[src/rtl/counter_scheduler.sv]
// Round-robin scheduler sharing one down-counting timer between two requesters.
// Loads the winner's run length, counts it down to zero, then pulses done to that requester.
module counter_scheduler #(
  parameter int WIDTH = 4
) (
  input  logic             clk,
  input  logic             reset,
  input  logic [1:0]       req,
  input  logic [WIDTH-1:0] len0,
  input  logic [WIDTH-1:0] len1,
  input  logic             hold,
  output logic [1:0]       gnt,
  output logic             busy,
  output logic [1:0]       done,
  output logic [WIDTH-1:0] result
);

  typedef enum logic [1:0] {
    IDLE = 2'd0,
    RUN  = 2'd1,
    DONE = 2'd2
  } state_t;

  state_t           state_reg, state_next;
  logic             ptr_reg, ptr_next;
  logic             win_reg, win_next;
  logic [1:0]       gnt_reg, gnt_next;
  logic [1:0]       done_reg, done_next;
  logic             busy_reg, busy_next;
  logic [WIDTH-1:0] result_reg, result_next;

  logic             pick;
  logic [1:0]       pick_onehot;
  logic [1:0]       win_onehot;

  // On a tie the requester that was not served last wins.
  always_comb begin
    case (req)
      2'b01:   pick = 1'b0;
      2'b10:   pick = 1'b1;
      default: pick = ~ptr_reg;
    endcase
  end

  genvar gi;
  generate
    for (gi = 0; gi < 2; gi++) begin : g_onehot
      assign pick_onehot[gi] = (pick == 1'(gi));
      assign win_onehot[gi]  = (win_reg == 1'(gi));
    end
  endgenerate

  always_comb begin
    state_next  = state_reg;
    ptr_next    = ptr_reg;
    win_next    = win_reg;
    gnt_next    = gnt_reg;
    done_next   = 2'b00;
    busy_next   = busy_reg;
    result_next = result_reg;

    case (state_reg)
      IDLE: begin
        if (req != 2'b00) begin
          state_next  = RUN;
          win_next    = pick;
          gnt_next    = pick_onehot;
          busy_next   = 1'b1;
          result_next = pick ? len1 : len0;
        end
      end

      RUN: begin
        // A dropped request cancels the run before hold or count are considered.
        if (!req[win_reg]) begin
          state_next = IDLE;
          gnt_next   = 2'b00;
          busy_next  = 1'b0;
          ptr_next   = win_reg;
        end else if (hold) begin
          result_next = result_reg;
        end else if (result_reg != '0) begin
          result_next = result_reg - WIDTH'(1);
        end else begin
          state_next = DONE;
          gnt_next   = 2'b00;
          done_next  = win_onehot;
          ptr_next   = win_reg;
        end
      end

      DONE: begin
        state_next = IDLE;
        busy_next  = 1'b0;
      end

      default: begin
        state_next = IDLE;
        gnt_next   = 2'b00;
        busy_next  = 1'b0;
      end
    endcase
  end

  always_ff @(posedge clk) begin
    if (!reset) begin
      state_reg  <= IDLE;
      ptr_reg    <= 1'b1;
      win_reg    <= 1'b0;
      gnt_reg    <= 2'b00;
      done_reg   <= 2'b00;
      busy_reg   <= 1'b0;
      result_reg <= '0;
    end else begin
      state_reg  <= state_next;
      ptr_reg    <= ptr_next;
      win_reg    <= win_next;
      gnt_reg    <= gnt_next;
      done_reg   <= done_next;
      busy_reg   <= busy_next;
      result_reg <= result_next;
    end
  end

  assign gnt    = gnt_reg;
  assign done   = done_reg;
  assign busy   = busy_reg;
  assign result = result_reg;

endmodule

[config.mk]
export PLATFORM = sky130hd
export DESIGN_NAME = counter_scheduler
export DESIGN_NICKNAME = d
export VERILOG_FILES = /design/src/rtl/counter_scheduler.sv
export SDC_FILE = /design/constraint.sdc
export NUM_CORES = 1
export LEC_CHECK = 0
export BUFFER_PORTS_ARGS = -buffer_cell sky130_fd_sc_hd__buf_4
export CAP_MARGIN = 20
export CORE_MARGIN = 2
export CORE_UTILIZATION = 45
export CTS_CLUSTER_SIZE = 25
export DETAILED_ROUTE_END_ITERATION = 6
export PLACE_DENSITY = 0.71
export SYNTH_ARGS = -nofsm -noshare
export SYNTH_HDL_FRONTEND = slang
export SYNTH_SLANG_ARGS = --single-unit
[constraint.sdc]
create_clock -name clk -period 3.65 [get_ports clk]
set_input_delay 0.73 -clock clk [delete_from_list [all_inputs] [get_ports clk]]
set_output_delay 0.73 -clock clk [all_outputs]
set_load 0.005 [all_outputs]
# After elaboration in Yosys (flattened, before gate mapping)
# Index checks and enable logic that the tools add are counted.
[classes]
bitwise = 7
eq_ne = 13
mux = 25
n_addsub = 1
magnitude_cmp = 1
reduce_logical = 11
[op_table]
columns = ["operator", "n"]
rows = [
  ["4-bit two-way mux", 5],
  ["2-bit two-way mux", 8],
  ["2-bit inequality test (second input constant)", 7],
  ["4-bit case mux with 2 select lines", 1],
  ["1-bit two-way mux", 7],
  ["1-bit inverter", 7],
  ["3-bit inequality test (second input constant)", 2],
  ["2-bit case mux with 3 select lines", 1],
  ["3-bit AND reduction", 2],
  ["5-bit AND reduction", 1],
  ["5-bit OR reduction", 1],
  ["2-bit by 1-bit == test with 1-bit output (second input constant)", 2],
  ["2-bit == test (second input constant)", 2],
  ["1-bit case mux with 2 select lines", 2],
  ["2-bit case mux with 2 select lines", 1],
  ["2-bit AND reduction", 2],
  ["4-bit AND reduction", 1],
  ["2-bit nonzero test", 2],
  ["4-bit nonzero test", 1],
  ["4-bit by 1-bit subtractor with 4-bit output (second input constant)", 1],
  ["2-bit logical NOT", 1],
  ["1-bit by 2-bit less-than comparator with 1-bit output (second input constant)", 1],
]
[word_totals]
wordCells = 65
register_bits = 13
input_bits = 13

# Depth between registers and ports, before layout
[depth]
word_depth = 5
depth_mapped = 6

# Worst setup path after synthesis
# OpenSTA, ideal clock, no wires.
[synth_timing]
kind = "input-to-reg"
from = "input req[0]"
to = "register result_reg[0], in the netlist result[0]"
required_time_ns = 3.558
cell_stages = 6
path_slack_ns = 1.677
setup_time_ns = 0.092
arrival_ns = 1.881
cell_sequence = "inv_1 ha_1 or3_2 o41ai_4 nand2_1 o32ai_1"
[synth_via]
elab_chain_cells = 5
elab_cells_between_ends = 12
cone_classes = "eq/ne: 4; mux: 6; reduce/logical: 2"
[synth_lines]
columns = ["element", "line_no", "source"]
rows = [
  ["start: declaration", "8", "input logic [1:0] req,"],
  ["2-bit == test / 2-bit by 1-bit == test with 1-bit output (equally long branches)", "38", "case (req)"],
  ["1-bit case mux with 2 select lines", "38", ""],
  ["4-bit two-way mux", "69", "result_next = pick ? len1 : len0;"],
  ["4-bit two-way mux", "64", "if (req != 2'b00) begin"],
  ["4-bit case mux with 2 select lines", "62", "case (state_reg)"],
  ["end signal: assignment", "121", "result_reg <= result_next;"],
  ["end: declaration", "30", "logic [WIDTH-1:0] result_reg, result_next;"],
]
# Parallel ways exist; a longest one is shown, timed or not. The select of a mux whose other input is x is not followed.
# A chain may end at the register's enable or synchronous reset.

# Worst setup path in the final report
# Same ends and word-level chain as after synthesis.

==> results.toml <==
[sta]
finalSetupViolations = 0
rsz0062_at_grt = "false"
timing.fmax_mhz = 528
slew_headroom = 0.420
fin_crit_ns = 1.89
drv_slew = 0
hold_viol_final = 0
worst_slew_pin_slew_ns = 0.859
fin_hold_ws_ns = 0.496
timing.final.ws_setup_ns = 1.76
period_share = 0.519
finalClockSkew_ns = 0.0109
setup_tns_ns = 0

[finish]
multi_input_area_sq_um = 425
num-fill-cells = 137
largest_reg_flops = 4
stdcell_count = 125
regArea_sq_um = 260
synthToLayoutAreaGrowth_pct = 26.1
insertedDiodeCount = 0
layout-drive-gt1-share = 0.266
nets = 126

[route]
drt_first_pass_iters = 4
ant_nets = 0
routed_wl_um = 1710
routedWlPerCell_um = 13.7
num_vias = 720
avgViaCountPerCell = 5.76
initialDrtViolationCount = 27
drc = 0

[grt]
grt_pass1_vias = 655
grt.overflow.total = 0
grt_pass1_wl_um = 2740
grt_max_degree = 11
grt_usage = 0.193
antenna_found_initial = 0

[worst_setup_path]
path_class = "input port to register"
arrival_ns = 2.09
max_stage_delay_ns = 0.47
slowest_stage = "or3_2"
worstSetupEndpointType = "register"
reg2reg_slack_ns = 1.77
r2r-end = "gnt[1]$_SDFFE_PN0P_"
reg2reg_depth = 6
crit_fanout = 5
worstPathCellList = "buf_4 > inv_1 > ha_1 > or3_2 > o41ai_4 > nand2_1 > o32ai_1"
r2r_start = "result[0]$_SDFFE_PN0P_"
cp-start-kind = "input port"
cp.required_ns = 3.85

[logic_synthesis]
synth_top_area_share = 0.359
synth-async-reset-ratio = 0
post-synth-top-area-cell = "dfxtp_1"
yosysUniqueCellTypes = 29
synth_cells = 86
synth_seq_cells = 13
yosys_warnings = 0
netlist_area_sq_um = 724
ys.flop_type = "dfxtp_1"
synth_edf_count = 0
ys_seq_area_frac = 0.359
avgSynthCellArea_sq_um = 8.42
synth_area_leaders = "dfxtp_1, o32ai_1, a211oi_1"
syn_nets = 102

[run_status]
outcome = "finished, final reports clean"

[place]
place_inst = 121
portBuffers = 21
place_congestion = 0.756
hpwl_um = 1300
dpl_worst_slack_ns = 1.48

[die]
start_util = 0.481
dieHeight_um = 44.1
coreArea_sq_um = 1510
die_w_um = 44.1
ios = 22
die_area_sq_um = 1950
rows = 14

[cts]
numCtsBuffers = 3
clock_sinks = 13
hold_buffers = 0
h-tree-depth = 1
cts_buffer_depth = 2
clk_pin_slew_ns = 0.08
cts_setup_buffers = 0
root_buffer = "clkbuf_4"
worst_skew_pair.late_latency_ns = 0.29
cts_tree = "done"
cts-resized-gates = 0

[power]
combPwrFrac = 0.308
seqPwrFrac = 0.449
switching_share = 0.338
leakage_uw = 0.000413
vdd.ir_drop.worst_mv = 0.270
p_int_uw = 258
p_clk_frac = 0.244
power_density_nw_per_um2 = 426
p_sw_uw = 132

[hold_path]
worstHoldStart = "gnt[0]$_SDFFE_PN0P_"
hold-path-endpoint = "gnt[0]$_SDFFE_PN0P_"
hold_path_class = "register to register"
whs_path_depth = 2

[run]
max_cap_violations = 0
-- synth_stat cells, types with 2 or more instances --
cell	number
nor2b_1	2
and2_1	2
a21oi_1	4
nor3_1	2
inv_1	6
o21ai_0	4
o32ai_1	5
o21a_1	2
ha_1	3
or3_2	2
nor2_1	7
dfxtp_1	13
nand2_1	10
a211oi_1	5
and3_1	5
-- placed cells by master (no fill, tap or decap), drive strengths merged, types with 2 or more instances in the layout --
cell,count
nor2,7
nand2,10
clkbuf,3
nor2b,2
ha,3
nor3,2
and3,5
buf,21
a21oi,4
o21a,2
o32ai,5
and2,2
o21ai,4
inv,6
or3,2
dfxtp,13
a211oi,5
-- per-stage QoR --
step	power (uW)	instance area (sq um)	utilization
after floorplan	254	724	-
after global placement	294	886	0.588
after detailed placement	296	886	0.588
after CTS	389	913	0.606
after global routing	408	913	0.606
final	389	913	0.606
-- worst max path at each step --
| stage | endpoint | cells past startpoint | start | slack (ns) |
|---|---|---|---|---|
| floorplan | result[0]$_SDFFE_PN0P_ | 6 | req[0] | 1.68 |
| global placement | result[0]$_SDFFE_PN0P_ | 7 | req[0] | 1.49 |
| detailed placement | result[0]$_SDFFE_PN0P_ | 7 | req[0] | 1.48 |
| CTS | result[0]$_SDFFE_PN0P_ | 7 | req[0] | 1.77 |
| global route | result[2]$_SDFFE_PN0P_ | 7 | req[0] | 1.64 |
| finish | result[0]$_SDFFE_PN0P_ | 7 | req[0] | 1.76 |
-- layout make-up --
| class | instances | area share |
|---|---|---|
| Clock buffer | 3 | 0.0247 |
| Timing Repair Buffer | 21 | 0.173 |
| Multi-Input combinational cell | 65 | 0.466 |
| Tap cell | 16 | 0.0219 |
| Clock inverter | 1 | 0.00548 |
| Sequential cell | 13 | 0.285 |
| Inverter | 6 | 0.0247 |
-- critical path, delay by kind of cell --
family / cells / cell delay, ns
compound gates: 2 / 0.37
fa+ha+maj: 1 / 0.24
buf+inv: 2 / 0.15
simple gates: 2 / 0.60
-- cells by family after synthesis --
group | after synthesis | share of synthesized area
compound gates | 23 | 0.247
flops | 13 | 0.359
mux | 1 | 0.0138
fa+ha+maj | 3 | 0.0518
buf+inv | 8 | 0.0535
simple gates | 38 | 0.275
-- layer usage --
layer / routed length (um) / GRT usage / share of wire
met3: 80 / 0.0408 / 0.047
met4: 37 / 0.109 / 0.022
met2: 781 / 0.312 / 0.46
met1: 809 / 0.238 / 0.47
met5: 0 / 0 / 0
-- power by group through the flow --
stage                     clock network [uW]  registers (uW)  logic, uW
after floorplan                            0             174       79.5
final                                   94.8             175        120
after global routing                    99.5             176        132
after global placement                     0             176        117
after CTS                               95.1             174        120
after detailed placement                   0             177        119
Power figures use the tool's default switching activity.
